File: src/rtl/regfile_pipe.sv
// Three-read, two-write register file with load-pending scoreboard and stall output.
// The top address holds no storage: reads return the r15 input and writes only raise pc_wr_err.
module regfile_pipe #(
    parameter int DATA_WIDTH = 32,
    parameter int NREGS      = 16,
    parameter int ADDR_WIDTH = $clog2(NREGS),
    parameter int BYPASS     = 1
) (
    input  logic                  clk,
    input  logic                  reset_n,
    input  logic [ADDR_WIDTH-1:0] ra1,
    input  logic [ADDR_WIDTH-1:0] ra2,
    input  logic [ADDR_WIDTH-1:0] ra3,
    input  logic                  rv1,
    input  logic                  rv2,
    input  logic                  rv3,
    output logic [DATA_WIDTH-1:0] rd1,
    output logic [DATA_WIDTH-1:0] rd2,
    output logic [DATA_WIDTH-1:0] rd3,
    input  logic                  we3,
    input  logic [ADDR_WIDTH-1:0] wa3,
    input  logic [DATA_WIDTH-1:0] wd3,
    input  logic                  we4,
    input  logic [ADDR_WIDTH-1:0] wa4,
    input  logic [DATA_WIDTH-1:0] wd4,
    input  logic                  mark_en,
    input  logic [ADDR_WIDTH-1:0] mark_addr,
    input  logic [DATA_WIDTH-1:0] r15,
    output logic                  stall,
    output logic                  pc_wr_err
);

    localparam int                    NSTORE  = NREGS - 1;
    localparam logic [ADDR_WIDTH-1:0] PC_ADDR = ADDR_WIDTH'(NREGS - 1);

    logic [DATA_WIDTH-1:0] regs_q [NSTORE];
    logic [DATA_WIDTH-1:0] regs_d [NSTORE];
    logic [NREGS-1:0]      pending_q, pending_d;
    logic                  pc_wr_err_q, pc_wr_err_d;
    logic                  wr3_ok, wr4_ok;
    logic [ADDR_WIDTH-1:0] ra_a [3];
    logic                  rv_a [3];
    logic [DATA_WIDTH-1:0] rd_a [3];

    always_comb begin
        wr3_ok    = we3 && (wa3 != PC_ADDR);
        wr4_ok    = we4 && (wa4 != PC_ADDR);
        regs_d    = regs_q;
        pending_d = pending_q;
        for (int i = 0; i < NSTORE; i++) begin
            if (wr3_ok && wa3 == ADDR_WIDTH'(i)) begin
                regs_d[i] = wd3;
            end else if (wr4_ok && wa4 == ADDR_WIDTH'(i)) begin
                regs_d[i] = wd4;
            end
            // A new load issue outranks the older load's completion.
            if (mark_en && mark_addr == ADDR_WIDTH'(i)) begin
                pending_d[i] = 1'b1;
            end else if (we4 && wa4 == ADDR_WIDTH'(i)) begin
                pending_d[i] = 1'b0;
            end
        end
        pending_d[NREGS-1] = 1'b0;
        pc_wr_err_d = pc_wr_err_q | (we3 && wa3 == PC_ADDR) | (we4 && wa4 == PC_ADDR);
    end

    always_comb begin
        ra_a[0] = ra1;
        ra_a[1] = ra2;
        ra_a[2] = ra3;
        rv_a[0] = rv1;
        rv_a[1] = rv2;
        rv_a[2] = rv3;
        stall   = 1'b0;
        for (int p = 0; p < 3; p++) begin
            rd_a[p] = '0;
            if (ra_a[p] == PC_ADDR) begin
                rd_a[p] = r15;
            end else if (BYPASS != 0 && wr3_ok && wa3 == ra_a[p]) begin
                rd_a[p] = wd3;
            end else if (BYPASS != 0 && wr4_ok && wa4 == ra_a[p]) begin
                rd_a[p] = wd4;
            end else begin
                rd_a[p] = regs_q[ra_a[p]];
            end
            // With forwarding, the completing load's data is already on the read path.
            if (rv_a[p] && pending_q[ra_a[p]] &&
                !(BYPASS != 0 && we4 && wa4 == ra_a[p])) begin
                stall = 1'b1;
            end
        end
        rd1 = rd_a[0];
        rd2 = rd_a[1];
        rd3 = rd_a[2];
    end

    always_ff @(posedge clk or negedge reset_n) begin
        if (!reset_n) begin
            regs_q      <= '{default: '0};
            pending_q   <= '0;
            pc_wr_err_q <= 1'b0;
        end else begin
            regs_q      <= regs_d;
            pending_q   <= pending_d;
            pc_wr_err_q <= pc_wr_err_d;
        end
    end

    assign pc_wr_err = pc_wr_err_q;

endmodule

File: config.mk
export PLATFORM = sky130hd
export DESIGN_NAME = regfile_pipe
export DESIGN_NICKNAME = d
export VERILOG_FILES = /design/src/rtl/regfile_pipe.sv
export SDC_FILE = /design/constraint.sdc
export NUM_CORES = 2
export LEC_CHECK = 0
export BUFFER_PORTS_ARGS = -buffer_cell sky130_fd_sc_hd__buf_2
export CORE_MARGIN = 2
export CORE_UTILIZATION = 45
export DETAILED_ROUTE_END_ITERATION = 16
export PLACE_DENSITY_LB_ADDON = 0.2
export SYNTH_ARGS = -nofsm -noshare
export SYNTH_HDL_FRONTEND = slang
export SYNTH_SLANG_ARGS = --single-unit
File: constraint.sdc
create_clock -name clk -period 3.7 [get_ports clk]
set_clock_uncertainty 0.05 [all_clocks]
set_input_delay 0.185 -clock clk [delete_from_list [all_inputs] [get_ports clk]]
set_output_delay 0.185 -clock clk [all_outputs]
set_load 0.05 [all_outputs]
==> results.yml <==
drt:
  postRouteAntennaNets: 0
  met3_length_mm: 18.1
  drt_pass1_iterations: 6
  highest_layer: "met5"
  drtIter0Drc: 4329
  wl_met2_mm: 68.7
  dr_total_vias: 33500
  via_per_inst: 6.69
  wl_per_cell_um: 31.2
  drcViolationCount: 0
  wl_met1_mm: 61.0
  routed_wl_mm: 156
cts:
  max-clock-path-buffers: 3
  cts_root_buf: "clkbuf_16"
  insertion_delay_ns: 0.63
  cts.sinks: 496
  h-tree-depth: 2
  cts-resized-gates: 0
  clk_pin_slew_ns: 0.06
  numCtsBuffers: 58
  cts_tree: "done"
critical_path:
  cp.required_ns: 3.46
  worstReg2RegStart: "regs_q[446]$_DFFE_PN0P_"
  r2r-end: "regs_q[446]$_DFFE_PN0P_"
  critical_path.max_fanout: 10
  reg2reg_depth: 3
  worst-setup-path-type: "in -> out"
  arrival_ns: 3.36
  endpoint_kind: "primary output"
  worst_setup_path_start_kind: "primary input"
  regToRegSetupSlack_ns: 2.26
global_routing:
  overflow: 0
  grt_max_degree: 127
  grt_util_all_layers_pct: 35.7
  grt_pass1_wl_mm: 226
  antenna_found_initial: 3
  grt_pass1_vias: 32100
min_path:
  worstHoldStart: "wd4[7]"
  holdPathStages: 3
  worstHoldPathType: "in -> reg"
  hold_path_end: "regs_q[263]$_DFFE_PN0P_"
synth:
  syn_avg_cell_area_um2: 10.0
  synth_nets: 3928
  synthFlopType: "dfrtp_1"
  syn_area_um2: 38000
  async_flop_share_pct: 100
  synth_edf_count: 0
  yosysUniqueCellTypes: 58
  ys_warn_count: 0
  synth.ff_latch_count: 496
  syn_inst: 3800
  ys_seq_area_share_pct: 32.6
floorplan:
  io_pins: 226
  core_um2: 83700
  initial_core_util_pct: 45.4
  die_y_um: 295
  die_area_um2: 86900
  num_rows: 106
  die_w_um: 295
power:
  power_density_nw_per_um2: 518
  p_leak_uw: 0.0179
  irDropWorstVdd_mv: 0.385
final_layout:
  utilization_pct: 51.6
  fin_nets: 3952
  final_common_cell: "mux2i_1"
  final_cell_mix: "mux2i_1, dfrtp_1, nor2_1, a21oi_1, mux4_2"
  area_growth_pct: 13.5
  drive_gt1_share_pct: 23.3
timing:
  finalHoldViolations: 0
  worst_slew_pin_slew_ns: 1.37
  min_period_ns: 3.59
  setup_viol: 0
  final.period_utilization_pct: 97.1
  rsz0062_at_grt: "false"
  slew_viol_final: 0
  fmax_mhz: 278
  max_slew_margin_pct: 8.56
  setup_tns_ns: 0
run_status:
  status: "finished clean"
job:
  drv_cap: 0
placement:
  gp_congestion: 0.883
  post-dp-hpwl_mm: 91.2
  portBuffers: 225
==> Yosys cell counts (23+ instances only) <==
cell type    n  share of area, %
buf_2      127               1.7
mux4_2     289                17
o31ai_1     26              0.51
o21ai_0    243               3.2
nor2_1     381               3.8
o22a_1      32              0.74
nor2b_1     32              0.53
o2bb2ai_1   38              0.88
mux2i_1    640                17
mux2_2      80               2.4
nor3_1      74              0.97
dfrtp_1    496                33
a221oi_1    23              0.53
nand2_1    245               2.4
a21oi_1    323               4.3
inv_1       44              0.43
o22ai_1     58              0.95
clkbuf_1   297               2.9
a31oi_1     24              0.39
buf_1       42              0.41
o221a_2     30              0.89
==> worst max-delay path by stage <==
stage,start,end,slack (ns),depth (start not counted)
global route,wa4[0],rd3[9],0.05,8
finish,wa4[0],rd3[5],0.11,8
CTS,wa4[0],rd3[18],0.01,9
detailed placement,ra2[1],rd2[14],0.42,9
global placement,ra2[1],rd2[18],0.51,9
floorplan,wa3[1],rd2[30],0.53,9
==> state kept, by name (all words and copies together), names as in the netlist <==
name / cells
regs_q: 480
pending_q: 15
pc_wr_err: 1
==> stage by stage <==
step / setup slack (ns) / std cells / area, µm² / total power, µW / hold slack [ns]
after global placement: 0.507 / 4798 / 40200 / 16000 / 0.128
final: 0.106 / 5010 / 43200 / 22400 / 0.0245
after global routing: 0.0464 / 5006 / 43200 / 23300 / 0.0286
after detailed placement: 0.423 / 4798 / 40200 / 16100 / 0.129
after CTS: 0.0135 / 5003 / 43100 / 22200 / 0.00105
after floorplan: 0.533 / 3800 / 38000 / 13800 / -0.161
==> final cells by class <==
cell class              instances  area (µm²)
diodes                          5        12.5
clock buffers                  96        1790
clock inverters                11         134
fillers                      7541       40500
inverters                      44         165
multi-input cells            2771       23600
flip-flops and latches        496       12400
well taps                    1134        1420
repair buffers                453        3610
==> what timing repair did <==
action                                 CTS  global route
setup buffers                            0             2
setup endpoints to repair                0             8
hold buffers                            98             0
endpoints found under the hold margin  649             0
==> logic make-up (layout without fill, tap and decap cells) <==
| group | Yosys count | after routing | share of synthesized area [%] |
|---|---|---|---|
| compound gates | 928 | 928 | 15.4 |
| xor+xnor | 24 | 24 | 0.553 |
| buf+inv | 533 | 604 | 5.99 |
| flops | 496 | 496 | 32.6 |
| mux | 1009 | 1009 | 36.3 |
| other cells | 0 | 5 | 0 |
| simple gates | 810 | 810 | 9.07 |
==> where the power goes <==
| part | switching (µW) | internal (µW) |
|---|---|---|
| registers | 1470 | 6810 |
| clock network | 2530 | 3470 |
| logic | 4220 | 3870 |
| total | 8230 | 14100 |
==> per-layer routing <==
layer / track usage, % / up-vias
met3: 9.88 / 499
met4: 17.7 / 2
li1: - / 14300
met5: 0 / -
met2: 53.5 / 2277
met1: 47.5 / 16500
==> worst max-delay path: stages <==
cell,delay (ns)
dlygate4sd3_1,0.53
buf_2,0.20
xor2_1,0.18
nor3_1,0.45
a41oi_4,0.18
and2_1,0.62
a211oi_1,0.65
buf_2,0.36
No activity file was read; power rests on OpenSTA's default activity.
